File: src/rtl/bounce_counter_pkg.sv
// Shared definitions for the bounce counter and its prescaler.
// Holds direction encodings, the mode type and parameter legality helpers.
package bounce_counter_pkg;

    localparam logic DIR_UP   = 1'b0;
    localparam logic DIR_DOWN = 1'b1;

    typedef enum logic {
        MODE_UP   = 1'b0,
        MODE_DOWN = 1'b1
    } mode_e;

    function automatic bit div_ok(int div);
        return div >= 2;
    endfunction

    function automatic bit bounds_ok(int width, int lo, int hi);
        longint max_v;
        max_v = (longint'(1) << width) - 1;
        return (lo >= 0) && (lo < hi) && (longint'(hi) <= max_v);
    endfunction

endpackage

File: src/rtl/tick_prescaler.sv
// Free-running 0..DIV-1 counter producing a one-cycle strobe at DIV-1.
// Ports: clk_1, rst (async, active-high) in; stb out.
module tick_prescaler
    import bounce_counter_pkg::*;
#(
    parameter int DIV = 50
) (
    input  logic clk_1,
    input  logic rst,
    output logic stb
);

    if (!div_ok(DIV)) begin : g_div_chk
        $error("tick_prescaler: DIV must be >= 2");
    end

    localparam int CW = (DIV > 1) ? $clog2(DIV) : 1;
    localparam logic [CW-1:0] LAST = CW'(DIV - 1);

    logic [CW-1:0] cnt;

    always_ff @(posedge clk_1 or posedge rst) begin
        if (rst) begin
            cnt <= '0;
        end else if (cnt == LAST) begin
            cnt <= '0;
        end else begin
            cnt <= cnt + CW'(1);
        end
    end

    assign stb = (cnt == LAST);

endmodule

File: src/rtl/bounce_counter.sv
// Up/down counter that bounces between LO and HI, one step per fast cycle or
// per prescaler strobe. Ports: clk_1, rst, fast, en, auto_dir, dir_btn, load,
// load_val in; count, mode, step, bounce out (all registered).
module bounce_counter
    import bounce_counter_pkg::*;
#(
    parameter int WIDTH = 4,
    parameter int DIV   = 50,
    parameter int LO    = 0,
    parameter int HI    = 2**WIDTH - 1
) (
    input  logic             clk_1,
    input  logic             rst,
    input  logic             fast,
    input  logic             en,
    input  logic             auto_dir,
    input  logic             dir_btn,
    input  logic             load,
    input  logic [WIDTH-1:0] load_val,
    output logic [WIDTH-1:0] count,
    output logic             mode,
    output logic             step,
    output logic             bounce
);

    if (!bounds_ok(WIDTH, LO, HI)) begin : g_bound_chk
        $error("bounce_counter: need 0 <= LO < HI <= 2**WIDTH-1");
    end

    localparam logic [WIDTH-1:0] LO_V = WIDTH'(LO);
    localparam logic [WIDTH-1:0] HI_V = WIDTH'(HI);

    logic             slow_stb;
    logic             go;
    logic             dir;
    logic [WIDTH-1:0] ld_clamp;

    mode_e            mode_q;
    mode_e            mode_d;
    logic [WIDTH-1:0] count_q;
    logic [WIDTH-1:0] count_d;
    logic             step_q;
    logic             step_d;
    logic             bounce_q;
    logic             bounce_d;

    tick_prescaler #(
        .DIV(DIV)
    ) u_presc (
        .clk_1(clk_1),
        .rst  (rst),
        .stb  (slow_stb)
    );

    assign go  = en & (fast | slow_stb) & ~load;
    assign dir = auto_dir ? logic'(mode_q) : dir_btn;

    // <= / >= keep the compares non-constant when LO=0 or HI is max
    assign ld_clamp = (load_val <= LO_V) ? LO_V :
                      (load_val >= HI_V) ? HI_V : load_val;

    always_ff @(posedge clk_1 or posedge rst) begin
        if (rst) begin
            count_q  <= LO_V;
            mode_q   <= MODE_UP;
            step_q   <= 1'b0;
            bounce_q <= 1'b0;
        end else begin
            count_q  <= count_d;
            mode_q   <= mode_d;
            step_q   <= step_d;
            bounce_q <= bounce_d;
        end
    end

    always_comb begin
        count_d  = count_q;
        mode_d   = mode_q;
        step_d   = 1'b0;
        bounce_d = 1'b0;
        unique case (1'b1)
            load: begin
                count_d = ld_clamp;
                mode_d  = (ld_clamp == HI_V) ? MODE_DOWN : MODE_UP;
            end
            go: begin
                step_d = 1'b1;
                // Reversal dwells one step at the bound before moving
                if (mode_q == MODE_UP && count_q == HI_V) begin
                    mode_d   = MODE_DOWN;
                    bounce_d = 1'b1;
                end else if (mode_q == MODE_DOWN && count_q == LO_V) begin
                    mode_d   = MODE_UP;
                    bounce_d = 1'b1;
                end else if (dir == DIR_UP) begin
                    if (count_q != HI_V) count_d = count_q + WIDTH'(1);
                end else begin
                    if (count_q != LO_V) count_d = count_q - WIDTH'(1);
                end
            end
            default: ;
        endcase
    end

    assign count  = count_q;
    assign mode   = logic'(mode_q);
    assign step   = step_q;
    assign bounce = bounce_q;

endmodule

File: config.mk
export PLATFORM = sky130hd
export DESIGN_NAME = bounce_counter
export DESIGN_NICKNAME = d
export VERILOG_FILES = /design/src/rtl/bounce_counter_pkg.sv /design/src/rtl/tick_prescaler.sv /design/src/rtl/bounce_counter.sv
export SDC_FILE = /design/constraint.sdc
export NUM_CORES = 1
export LEC_CHECK = 0
export ABC_AREA = 1
export ABC_CLOCK_PERIOD_IN_PS = 1800
export CORE_MARGIN = 3
export CORE_UTILIZATION = 50
export DETAILED_ROUTE_END_ITERATION = 16
export PLACE_DENSITY = 0.85
export SLEW_MARGIN = 20
export SYNTH_ARGS = -nofsm -noshare
export SYNTH_HDL_FRONTEND = slang
export SYNTH_SLANG_ARGS = --single-unit
File: constraint.sdc
create_clock -name clk_1 -period 1.8 [get_ports clk_1]
set_input_delay 0.36 -clock clk_1 [delete_from_list [all_inputs] [get_ports clk_1]]
set_output_delay 0.36 -clock clk_1 [all_outputs]
set_load 0.02 [all_outputs]
==> impl_summary.md <==
Status
The flow ran to the end, and the final reports show no timing, DRC or antenna violations.

Power
In this run the static leakage power is 0.6828 nW. Across the VDD grid, the largest voltage drop is 535.4 µV. For this design the ratio of total power to cell area is 638.0 nW/µm². The total power is 767.1 µW.

Critical path
The startpoint identified for the worst register-to-register timing path is mode. Of all nets on the critical path, the largest fanout is 5. The gate family responsible for the most delay along the worst path is buffers and inverters.

The number of cells on the worst reg-to-reg path is 14. The type of destination of the critical path is an output port. Walking the worst path, the cells encountered are clkdlybuf4s50_1.

The start-to-end type of the worst setup path is flop to output port. Counting both buffers and inverters, the worst setup path holds a total of 1. STA puts the critical path data required time at 1440 ps. The launching element type of the critical path is a flop. Setup slack on the worst reg-to-reg path comes out at 210 ps. On the worst path, the slowest cell contributes a delay of 650 ps. The cell with the biggest individual delay on the critical path is sky130_fd_sc_hd__clkdlybuf4s50_1.

The worst path arrival time is 1410 ps. The endpoint of the worst-slack reg-to-reg timing path is count[3].

Yosys
The synthesized flop and latch total is 13. The sequential-to-total area share from yosys stat is 36.16%. The synthesized netlist contains 20 unique library cells. The cell taking the most area after synthesis is sky130_fd_sc_hd__dfrtp_1.

The number of nets produced by synthesis is 141. The post-synthesis instance total is 125. The average cell area after synthesis is 7.197 µm².

The synthesized design contains 0 enable-type register cells. The number of warning messages in the yosys log is 0. The area share of the leading cell type in the synthesized netlist is 36.16%.

The share of flip-flops with an asynchronous set or reset after synthesis is 100.0%. Summing every instance area after synthesis gives 899.6 µm². The most frequently used flop master after synthesis is sky130_fd_sc_hd__dfrtp_1. By area the synthesized netlist is led by sky130_fd_sc_hd__dfrtp_1 36%, sky130_fd_sc_hd__nand2_1 17%, sky130_fd_sc_hd__inv_1 7.5%.

Clocking
In this run the number of H-tree levels came out at 1. The source-to-sink clock delay at the later pin of the worst-skew pair is 290 ps. The total number of clock tree sinks is 13. The number of buffers on the longest clock path is 2. The clock root buffer is sky130_fd_sc_hd__clkbuf_4. The number of hold buffers added after cts is 0. The clock-pin slew reported for the worst setup and hold paths after clock tree synthesis is 80 ps. The clock tree from TritonCTS is built. The number of buffers created by CTS is 3.

STA
Derived from the worst setup path, the maximum achievable clock frequency is 0.5639 GHz. The setup clock skew after layout is 6.363 ps. The post-layout minimum cycle time is 1773 ps. The final total negative setup slack is 0 ps. Hold timing on the final database bottoms out at a slack of 396.2 ps. The count of final max-slew check failures is 0. Setup repair after global routing left no endpoint under its margin.

The number of failing hold endpoints at the final stage is 0. Setup violations remaining at the end of the flow were counted as 0. The relative slew slack is 68.37%. The final period utilization is 98.53%.

At the pin with the least slew margin, the transition time is 473.9 ps.

Global routing
The number of global-route vias before repair came to 821. Across every metal layer, demand over resource in global routing totals 17.36%. The first global-routing pass estimated 3222 µm of wire. Entering global routing, the biggest net connects 14 pins. The total overflow left after global routing is 0. The initial antenna violation count is 0.

Route
The vias after detailed routing is 847. In the final routed layout, each cell accounts on average for 11.18 µm. The first detailed-routing pass took 4 iterations. The post-route antenna net violation count is 0. The final layout contains routed wiring with a total length of 1945 µm.

For this run, design rule violations remaining after detail routing come to 0. In the routed layout, each cell is associated on average with a via count of 4.868. In this run, the number of DRC markers left after iteration 0 of detailed routing was 20.

Finish
In the layout the commonest cells are 40 x sky130_fd_sc_hd__nand2_1, 18 x sky130_fd_sc_hd__inv_1, 13 x sky130_fd_sc_hd__dfrtp_1, 12 x sky130_fd_sc_hd__clkdlybuf4s50_1. The number of antenna diodes in the final layout is 0. In the final layout, the share of cells above drive strength 1 is 18.00%. The final core utilization is 75.43%.

The most frequent standard cell in the layout excluding fill and tap cells is sky130_fd_sc_hd__nand2_1. From synthesis to final layout, the design area changed by 33.66%. The net count reported at finish is 167. The non-filler instance count after layout is 174.

Placed design
The number of placed instances, taps included, is 170. The half-perimeter wire length after detailed placement is 1489 µm. The placer's final routability congestion estimate is 0.8788. Buffers placed on the I/O ports in this run total 17.

Flow run
Max-cap violations in this run came to 0.

Hold path
The class of the tightest hold or removal check is primary input to async pin.

Die
In this run the vertical extent of the chip is 48.42 µm. Once the floorplan was initialized, standard cells occupied 56.44% of the core. For this design the top-level I/O count stands at 18.

The die covers 2344 µm². The die boundary width is 48.42 µm. The core region is 1594 µm².

The number of placement rows is 14.
## cell families (layout without fill, tap and decap cells)
logic type,count (synthesis),in the layout,share of synthesized area (%)
xor+xnor,2,2,1.948
buf+inv,22,47,10.57
fa+ha+maj,5,5,7.789
flops,13,13,36.16
simple gates,79,79,40.61
compound gates,4,4,2.920
## cell type report
type	instances	area, µm²
inverter	21	86.33
fill	116	391.6
timing repair buffer	22	220.2
clock buffer	4	26.28
sequential	13	325.3
tap	24	30.03
multi-input combinational	90	514.2
## sequential cells by signal, summed over array words and instances (netlist names)
| register | flops |
|---|---|
| bounce | 1 |
| count | 4 |
| mode | 1 |
| step | 1 |
| u_presc.cnt | 6 |
## per-layer routing
metal,routed length (µm),track usage (%)
met5,0,0
met3,109,6.135
met1,754,18.18
met4,15,7.109
met2,1066,31.42
## report_power, final
group / total, mW / internal, mW / switching, mW
Combinational: 0.244 / 0.113 / 0.131
Clock: 0.190 / 0.0864 / 0.103
Sequential: 0.333 / 0.306 / 0.0267
## what timing repair did
action                     CTS  global route
buffers inserted             0             0
setup endpoints to repair    1             5
pin swaps                    0             0
gates resized for setup      1             9
## synthesized netlist by cell type, types with 2 or more instances
cell type                  n
sky130_fd_sc_hd__ha_1      4
sky130_fd_sc_hd__inv_2     2
sky130_fd_sc_hd__dfrtp_1  13
sky130_fd_sc_hd__nand4_1   4
sky130_fd_sc_hd__inv_1    18
sky130_fd_sc_hd__nand3_1  13
sky130_fd_sc_hd__a21oi_1   2
sky130_fd_sc_hd__nand2_2   8
sky130_fd_sc_hd__nor2_1   11
sky130_fd_sc_hd__nand2_1  40
## per-stage QoR
step,setup slack (ps),cell area (µm²)
3_3_place_gp,-231.1,1126
3_5_place_dp,-313.5,1126
2_1_floorplan,146.9,899.6
5_1_grt,9.323,1202
6_report,26.54,1202
4_1_cts,2.789,1165
## worst max path at each step
stage | from | end | slack [ps] | cells past startpoint
finish | count[0] | count[0] | 30 | 1
global route | count[0] | count[0] | 9 | 1
CTS | count[2] | count[2] | 3 | 1
detailed placement | auto_dir | count[3] | -310 | 15
global placement | auto_dir | count[2] | -230 | 10
floorplan | mode | count[3] | 150 | 14
No activity file was read; power rests on OpenSTA's default activity.
